File: config.mk
export PLATFORM = sky130hd
export DESIGN_NAME = adc_channel_sequencer
export DESIGN_NICKNAME = d
export VERILOG_FILES = /design/src/rtl/adc_pkg.sv /design/src/rtl/adc_next_ch.sv /design/src/rtl/adc_channel_sequencer.sv
export SDC_FILE = /design/constraint.sdc
export NUM_CORES = 1
export LEC_CHECK = 0
export CORE_MARGIN = 5
export CORE_UTILIZATION = 53
export DETAILED_ROUTE_END_ITERATION = 10
export PLACE_DENSITY = 0.9
export SLEW_MARGIN = 20
export SYNTH_ARGS = -nofsm -noshare
export SYNTH_HDL_FRONTEND = slang
export SYNTH_SLANG_ARGS = --single-unit
File: constraint.sdc
create_clock -name clk -period 4.4 [get_ports clk]
set_input_delay 1.1 -clock clk [delete_from_list [all_inputs] [get_ports clk]]
set_output_delay 1.1 -clock clk [all_outputs]
set_load 0.01 [all_outputs]
File: src/rtl/adc_pkg.sv
// Shared definitions for the ADC channel sequencer: FSM encoding and index width helper.
package adc_pkg;

  typedef enum logic [1:0] {
    ST_IDLE    = 2'd0,
    ST_SETTLE  = 2'd1,
    ST_CONVERT = 2'd2,
    ST_OUTPUT  = 2'd3
  } state_t;

  function automatic int ch_idx_w(input int num_ch);
    return (num_ch > 1) ? $clog2(num_ch) : 1;
  endfunction

endpackage

File: src/rtl/adc_next_ch.sv
// Finds the lowest set mask bit above (or, with incl, at or above) a given channel index.
module adc_next_ch
  import adc_pkg::*;
#(
  parameter int NUM_CH = 10,
  parameter int IDX_W  = ch_idx_w(NUM_CH)
) (
  input  logic [NUM_CH-1:0] mask,
  input  logic [IDX_W-1:0]  from,
  input  logic              incl,
  output logic [IDX_W-1:0]  ch,
  output logic              found
);

  // Descending scan so the lowest qualifying index is the last one written.
  always_comb begin
    ch    = '0;
    found = 1'b0;
    for (int i = NUM_CH - 1; i >= 0; i--) begin
      if (mask[i] && ((i > int'(from)) || (incl && (i == int'(from))))) begin
        ch    = IDX_W'(i);
        found = 1'b1;
      end
    end
  end

endmodule

File: src/rtl/adc_channel_sequencer.sv
// Scans enabled analog mux channels: settle, trigger conversion, hand off each sample.
// state   | meaning
// IDLE    | waiting for start with a non-zero enable mask
// SETTLE  | mux selected, settle down-counter running
// CONVERT | conversion in flight, waiting for conv_done
// OUTPUT  | mux released, sample held until out_ready
module adc_channel_sequencer
  import adc_pkg::*;
#(
  parameter int NUM_CH     = 10,
  parameter int DATA_W     = 12,
  parameter int SETTLE_CYC = 4
) (
  input  logic                        clk,
  input  logic                        rst_n,
  input  logic                        start,
  input  logic                        abort,
  input  logic                        continuous,
  input  logic [NUM_CH-1:0]           ch_enable,
  input  logic                        conv_done,
  input  logic [DATA_W-1:0]           adc_data,
  output logic [NUM_CH-1:0]           chan_sel,
  output logic                        conv_start,
  output logic                        out_valid,
  input  logic                        out_ready,
  output logic [DATA_W-1:0]           out_data,
  output logic [ch_idx_w(NUM_CH)-1:0] out_ch,
  output logic                        busy
);

  localparam int          IDX_W     = ch_idx_w(NUM_CH);
  localparam logic [7:0]  SETTLE_LD = 8'(SETTLE_CYC);

  state_t              state_q, state_d;
  logic [7:0]          cnt_q, cnt_d;
  logic [NUM_CH-1:0]   mask_q, mask_d;
  logic [IDX_W-1:0]    cur_q, cur_d;
  logic                valid_q, valid_d;
  logic [DATA_W-1:0]   data_q, data_d;
  logic [IDX_W-1:0]    och_q, och_d;
  logic                cs_q, cs_d;

  logic [IDX_W-1:0]    nxt_ch, first_ch;
  logic                nxt_found, first_found;

  adc_next_ch #(.NUM_CH(NUM_CH), .IDX_W(IDX_W)) u_next (
    .mask  (mask_q),
    .from  (cur_q),
    .incl  (1'b0),
    .ch    (nxt_ch),
    .found (nxt_found)
  );

  adc_next_ch #(.NUM_CH(NUM_CH), .IDX_W(IDX_W)) u_first (
    .mask  (ch_enable),
    .from  ('0),
    .incl  (1'b1),
    .ch    (first_ch),
    .found (first_found)
  );

  always_comb begin
    state_d = state_q;
    cnt_d   = cnt_q;
    mask_d  = mask_q;
    cur_d   = cur_q;
    valid_d = valid_q;
    data_d  = data_q;
    och_d   = och_q;
    cs_d    = 1'b0;

    case (state_q)
      ST_IDLE: begin
        if (start && first_found) begin
          mask_d  = ch_enable;
          cur_d   = first_ch;
          cnt_d   = SETTLE_LD;
          state_d = ST_SETTLE;
        end
      end
      ST_SETTLE: begin
        if (cnt_q <= 8'd1) begin
          cnt_d   = '0;
          cs_d    = 1'b1;
          state_d = ST_CONVERT;
        end else begin
          cnt_d = cnt_q - 8'd1;
        end
      end
      ST_CONVERT: begin
        // cs_q marks the conv_start cycle; a done strobe there belongs to an older conversion.
        if (conv_done && !cs_q) begin
          data_d  = adc_data;
          och_d   = cur_q;
          valid_d = 1'b1;
          state_d = ST_OUTPUT;
        end
      end
      ST_OUTPUT: begin
        if (valid_q && out_ready) begin
          valid_d = 1'b0;
          if (nxt_found) begin
            cur_d   = nxt_ch;
            cnt_d   = SETTLE_LD;
            state_d = ST_SETTLE;
          end else if (continuous && first_found) begin
            mask_d  = ch_enable;
            cur_d   = first_ch;
            cnt_d   = SETTLE_LD;
            state_d = ST_SETTLE;
          end else begin
            state_d = ST_IDLE;
          end
        end
      end
      default: state_d = ST_IDLE;
    endcase

    if (abort) begin
      state_d = ST_IDLE;
      valid_d = 1'b0;
      cs_d    = 1'b0;
      cnt_d   = '0;
    end
  end

  always_ff @(posedge clk) begin
    if (!rst_n) begin
      state_q <= ST_IDLE;
      cnt_q   <= '0;
      mask_q  <= '0;
      cur_q   <= '0;
      valid_q <= 1'b0;
      data_q  <= '0;
      och_q   <= '0;
      cs_q    <= 1'b0;
    end else begin
      state_q <= state_d;
      cnt_q   <= cnt_d;
      mask_q  <= mask_d;
      cur_q   <= cur_d;
      valid_q <= valid_d;
      data_q  <= data_d;
      och_q   <= och_d;
      cs_q    <= cs_d;
    end
  end

  assign chan_sel   = ((state_q == ST_SETTLE) || (state_q == ST_CONVERT))
                      ? (NUM_CH'(1) << cur_q) : '0;
  assign conv_start = cs_q;
  assign out_valid  = valid_q;
  assign out_data   = data_q;
  assign out_ch     = och_q;
  assign busy       = (state_q != ST_IDLE);

endmodule

# After elaboration in Yosys (flattened, before gate mapping)
# Index checks and enable logic that the tools add are counted.
# totals
reg_bits,42
input_bits,29
output_inout_bits,29
wordCells,126
# classes
add_sub_neg,1
order_cmp,10
eq_ne,10
n_shift,1
mux,66
bitwise_logic,2
reduce_logical,28
# ops
op,n
4-bit 2-to-1 mux,23
10-bit 2-to-1 mux,5
8-bit 2-to-1 mux,5
1-bit 2-to-1 mux,24
8-bit case mux with 3 select lines,1
10-bit case mux with 2 select lines,1
3-bit by 4-bit greater-than comparator with 1-bit output (first input constant),4
1-bit logical AND,13
2-bit != test (second input constant),6
4-bit AND reduction,3
1-bit by 4-bit << shifter with 10-bit output (first input constant),1
2-bit by 4-bit greater-than comparator with 1-bit output (first input constant),2
4-bit greater-than comparator (first input constant),2
8-bit by 1-bit less-or-equal comparator with 1-bit output (second input constant),1
2-bit 2-to-1 mux,4
2-bit case mux with 4 select lines,1
4-bit case mux with 2 select lines,1
8-bit by 1-bit subtractor with 8-bit output (second input constant),1
2-bit nonzero test,3
5-bit AND reduction,1
2-bit == test (second input constant),2
1-bit by 4-bit greater-than comparator with 1-bit output (first input constant),1
3-bit != test (second input constant),1
3-bit AND reduction,1
10 further kinds,11

# Depth between registers and ports, before layout
# depth
ltp_word,15
depth_mapped,8
ltp_nobuf,8

# Cells and area by module
# Synthesis repeated with hierarchy kept, for this count alone.
# unflattened
cells_unflattened,330
hier_area_um2,2577.5
# by_module_without_submodules
module,n_inst,cells_each,area_each_um2,seq_area_each_um2
adc_channel_sequencer,1,244,2062.0,840.8
adc_next_ch,2,43,257.7,0.0

# Worst setup path before layout
# OpenSTA, ideal clock, no wires.
# synth_path
kind,input to register
startpoint,in ch_enable[4]
endpoint,reg state_q[0]
setup_time_ns,0.071
arrival_time_ns,2.906
required_ns,4.329
setup_slack_ns,1.424
cell_stages,6
path_buffers,0
cell_sequence,or4_1 o41ai_1 a21oi_1 nand3_1 mux2_2 a21oi_1
# synth_via
elab_chain_len,10
elab_cells_between_ends,13
cone_classes,eq/ne: 1; mux: 9; reduce/logical: 3
# synth_rtl
element,line_no,rtl
start: declaration,adc_channel_sequencer.sv:19,"input logic [NUM_CH-1:0] ch_enable,"
1-bit 2-to-1 mux (*) (5 in a row),adc_next_ch.sv:20,if (mask[i] && ((i > int'(from)) || (incl && (i == int'(from))))) begin
1-bit logical AND,adc_channel_sequencer.sv:106,end else if (continuous && first_found) begin
1-bit 2-to-1 mux,adc_channel_sequencer.sv:106,
1-bit 2-to-1 mux,adc_channel_sequencer.sv:102,if (nxt_found) begin
2-bit 2-to-1 mux,adc_channel_sequencer.sv:100,if (valid_q && out_ready) begin
2-bit case mux with 4 select lines,adc_channel_sequencer.sv:72,case (state_q)
end signal: assignment,adc_channel_sequencer.sv:138,state_q <= state_d;
end: declaration,adc_channel_sequencer.sv:34,"state_t state_q, state_d;"
# Every way passes the cells marked *; elsewhere a longest branch is shown, timed or not. The select of a mux whose other input is x is not followed.
# A chain may end at the register's enable or synchronous reset.

# Worst setup path in the final report
# layout_path
startpoint,in ch_enable[2]
endpoint,reg state_q[0]
# layout_via
elab_chain_len,8
elab_cells_between_ends,11
cone_classes,eq/ne: 1; mux: 7; reduce/logical: 3
# layout_rtl
element,line_no
1-bit 2-to-1 mux (*) (3 in a row),adc_next_ch.sv:20
1-bit logical AND,adc_channel_sequencer.sv:106
1-bit 2-to-1 mux,adc_channel_sequencer.sv:106
1-bit 2-to-1 mux,adc_channel_sequencer.sv:102
2-bit 2-to-1 mux,adc_channel_sequencer.sv:100
2-bit case mux with 4 select lines,adc_channel_sequencer.sv:72
# Marked as above.

==> metrics.md <==
| Metric | Value |
|---|---|
| Layout cells sized above 1 | 7.08% |
| Commonest non-fill, non-tap cell in the layout | clkdlybuf4s50_1 |
| Sequential fraction of the synthesis area | 34.3% |
| Slew margin rel. | 27.1% |
| Slowest-stage cell, CP | o41ai_1 |
| CTS tree | built |
| Post-synth EDFFs | 0 |
| Critical Path End Type | register |
| Layout Skew | 0.0126 ns |
| I/O pin cnt | 58 |
| Slack of the worst reg-to-reg path | 1.57 ns |
| Slew @ Worst Pin | 1.08 ns |
| CTS Sinks | 41 |
| Final setup vio count | 0 |
| Mapped Nets | between 300 and 400 |
| RSZ-0062 raised after global routing | false |
| Setup crit start kind | input pin |
| Post-synth top flop | dfxtp_1 |
| Crit path arrival time | 3.84 ns |
| Routed vias/inst | just under 6 |
| DRC | 0 |
| Max rail drop VDD | 195 µV |
| Clk_lat worst skew | 0.30 ns |
| Synth top area cells | dfxtp_1 34%, nand2_1 8.6%, a21boi_0 7.5% |
| Via count | 2382 |
| Sequence of cells on the critical path | clkdlybuf4s50_1, or4_4, o41ai_1, a21oi_1, nand3_1, mux2_2, a21oi_1 |
| ANT cells | 0 |
| Dominant cell type by area after synthesis | dfxtp_1 |
| Port buffer count | 57 |
| Vias in the first global route | approximately 2200 |
| Area grow syn2layout | 29.8% |
| CP required | 4.62 ns |
| Clk Tree Root Cell | clkbuf_8 |
| Wire per inst | about 15 µm |
| Antenna Violating Nets Remaining | 0 |
| Avg Inst Size Synth | 7.97 µm² |
| Max Cap Violations | 0 |
| CTS H-tree lvls | 2 |
| Total power | 890 µW |
| First-pass GRT wire length | 9940 µm |
| Area of the multi-input gates | 1480 µm² |
| Post-DP HPWL | 4470 µm |
| Reg area | 821 µm² |
| Min-delay worst type | reg -> reg |
| Worst r2r path cells | 5 |
| Yosys Warn Count | 0 |
| Outcome | completed |
| Filler instances | 333 |
| Async SR Flop Fraction | 0% |
| Commonest cells after routing, fill and taps aside | 57 x clkdlybuf4s50_1, 55 x nand2_1, 41 x dfxtp_1 |
| Post-CTS Setup Bufs | 0 |
| Initial Util | 54.9% |
| Worst reg2reg endpoint | mask_q[4] |
| Clock-pin transition on the worst setup and hold timing paths | roughly 0.09 ns |
| Period utilization | 82.3% |
| Largest net degree at the start of global routing | 30 |
| Placer Congestion | between 0.8 and 0.9 |
| Hold path cells | 2 |
| Area share of the largest cell type after synthesis | 34.3% |
| P_leak | 0.00111 µW |
| Critical path's most frequent cell | a21oi_1 |
| Post-CTS Resized | 0 |
| CP delay by family, top | compound AO/OA/AOI/OAI gates |
| Distinct cells, synth | 56 |
| Gr usage total | roughly a fifth |
| Nets | 388 |
| CTS Buffer Depth | 2 |
| DRT Pass-1 Iters | 4 |
| Initial detailed-routing violation count | 226 |
| Sink of the worst hold path | out_ch[2] |
| Final WL | 6050 µm |
| Hold buffer count at CTS | 0 |
| Core ar. | 4350 µm² |
| Rows | 24 |
| Hold Startpoint | out_ch[2] |
| Chip height | between 70 and 80 µm |
| Worst Setup Path Type | in -> reg |
| R2r startpoint | cur_q[1] |
| Worst-path fanout max | 5 |
| Critical path buffer and inverter count | 1 |
| Setup TNS | 0 ns |
| CP peak stage delay | 0.68 ns |
| Die area | around 6000 µm² |
| Num CTS Buffers | 5 |
| Power per cell area | roughly 290 nW/µm² |
| Die X | 77.2 µm |
| Max Slew Vio Count | 0 |
| Synth Cell Area | roughly 2400 µm² |
| Initial antenna violation count | 0 |
| GRT overflow | 0 |
| Cells after Synth | 300 |
| Final Critical Period | 3.62 ns |
| Final hold vios | 0 |
| Max Fclk | about 280 MHz |
| Synthesized flop and latch total | 41 |
[how the worst max path moves through the flow]
| stage | depth (start not counted) | from | to |
|---|---|---|---|
| global route | 7 | ch_enable[4] | state_q[0] |
| finish | 7 | ch_enable[2] | state_q[0] |
| global placement | 7 | ch_enable[1] | state_q[0] |
| detailed placement | 7 | ch_enable[2] | state_q[0] |
| CTS | 7 | ch_enable[4] | state_q[0] |
| floorplan | 6 | ch_enable[4] | state_q[0] |
[worst min-delay path, stage by stage, from the launching register on]
cell      delay [ns]
dfxtp_1         0.31
nand2_1         0.05
a21boi_0        0.06
[routing by layer]
metal	global-route usage, %	routed length (µm)	part of all wire, %
met2	33.8	2930	48
met5	0	0	0
met1	23.8	2530	42
met3	6.21	486	8.0
met4	6.19	105	1.7
[metrics by stage]
| step | std cells | setup slack (ns) | hold WS, ns | area, µm² | util, % |
|---|---|---|---|---|---|
| 2_1_floorplan | 300 | 1.42 | 0.437 | 2390 | - |
| 3_3_place_gp | 397 | 0.703 | 0.447 | 2990 | 68.7 |
| 3_5_place_dp | 397 | 0.609 | 0.456 | 2990 | 68.7 |
| 4_1_cts | 405 | 0.805 | 0.468 | 3100 | 71.3 |
| 5_1_grt | 405 | 0.729 | 0.485 | 3100 | 71.3 |
| 6_report | 405 | 0.777 | 0.465 | 3100 | 71.3 |
[flip-flops by register name (all words and copies together) (netlist names)]
signal and cells:
cnt_q 8, conv_start 1, cur_q 4, mask_q 9, out_ch 4, out_data 12, out_valid 1, state_q 2
[area by class of cell]
class / count / share of cell area (%)
clock buffers: 5 / 2.22
clock inverters: 3 / 1.41
inverters: 12 / 1.45
multi-input cells: 233 / 47.5
flip-flops and latches: 41 / 26.4
well taps: 52 / 2.10
repair buffers: 59 / 18.9
[synthesized netlist by cell type (7+ instances only)]
cell and count:
dfxtp_1 41, nand2b_1 8, nor3_1 9, ha_1 7, nand2_1 55, clkbuf_1 11, inv_1 12, o21ai_0 7
a21boi_0 24, a21oi_1 11, nand3_1 15, nor2_1 27
[report_power, final]
group | leakage [µW] | total, µW | internal (µW) | switching (µW)
combinational | 0.000715 | 174 | 83.1 | 90.5
sequential | 0.000333 | 407 | 384 | 23.5
clock | 0.0000585 | 309 | 170 | 139
[cell families (layout without fill, tap and decap cells)]
kind of cell               after synthesis  after routing  share of synthesized area (%)
and+or+nand+nor                        134            134                           26.8
buffers and inverters                   26             79                           4.19
adders and majority gates                7              7                           3.66
DFF                                     41             41                           34.3
AOI/OAI and AO/OA                       88             88                           29.3
muxes                                    4              4                           1.73
Power figures use the tool's default switching activity.
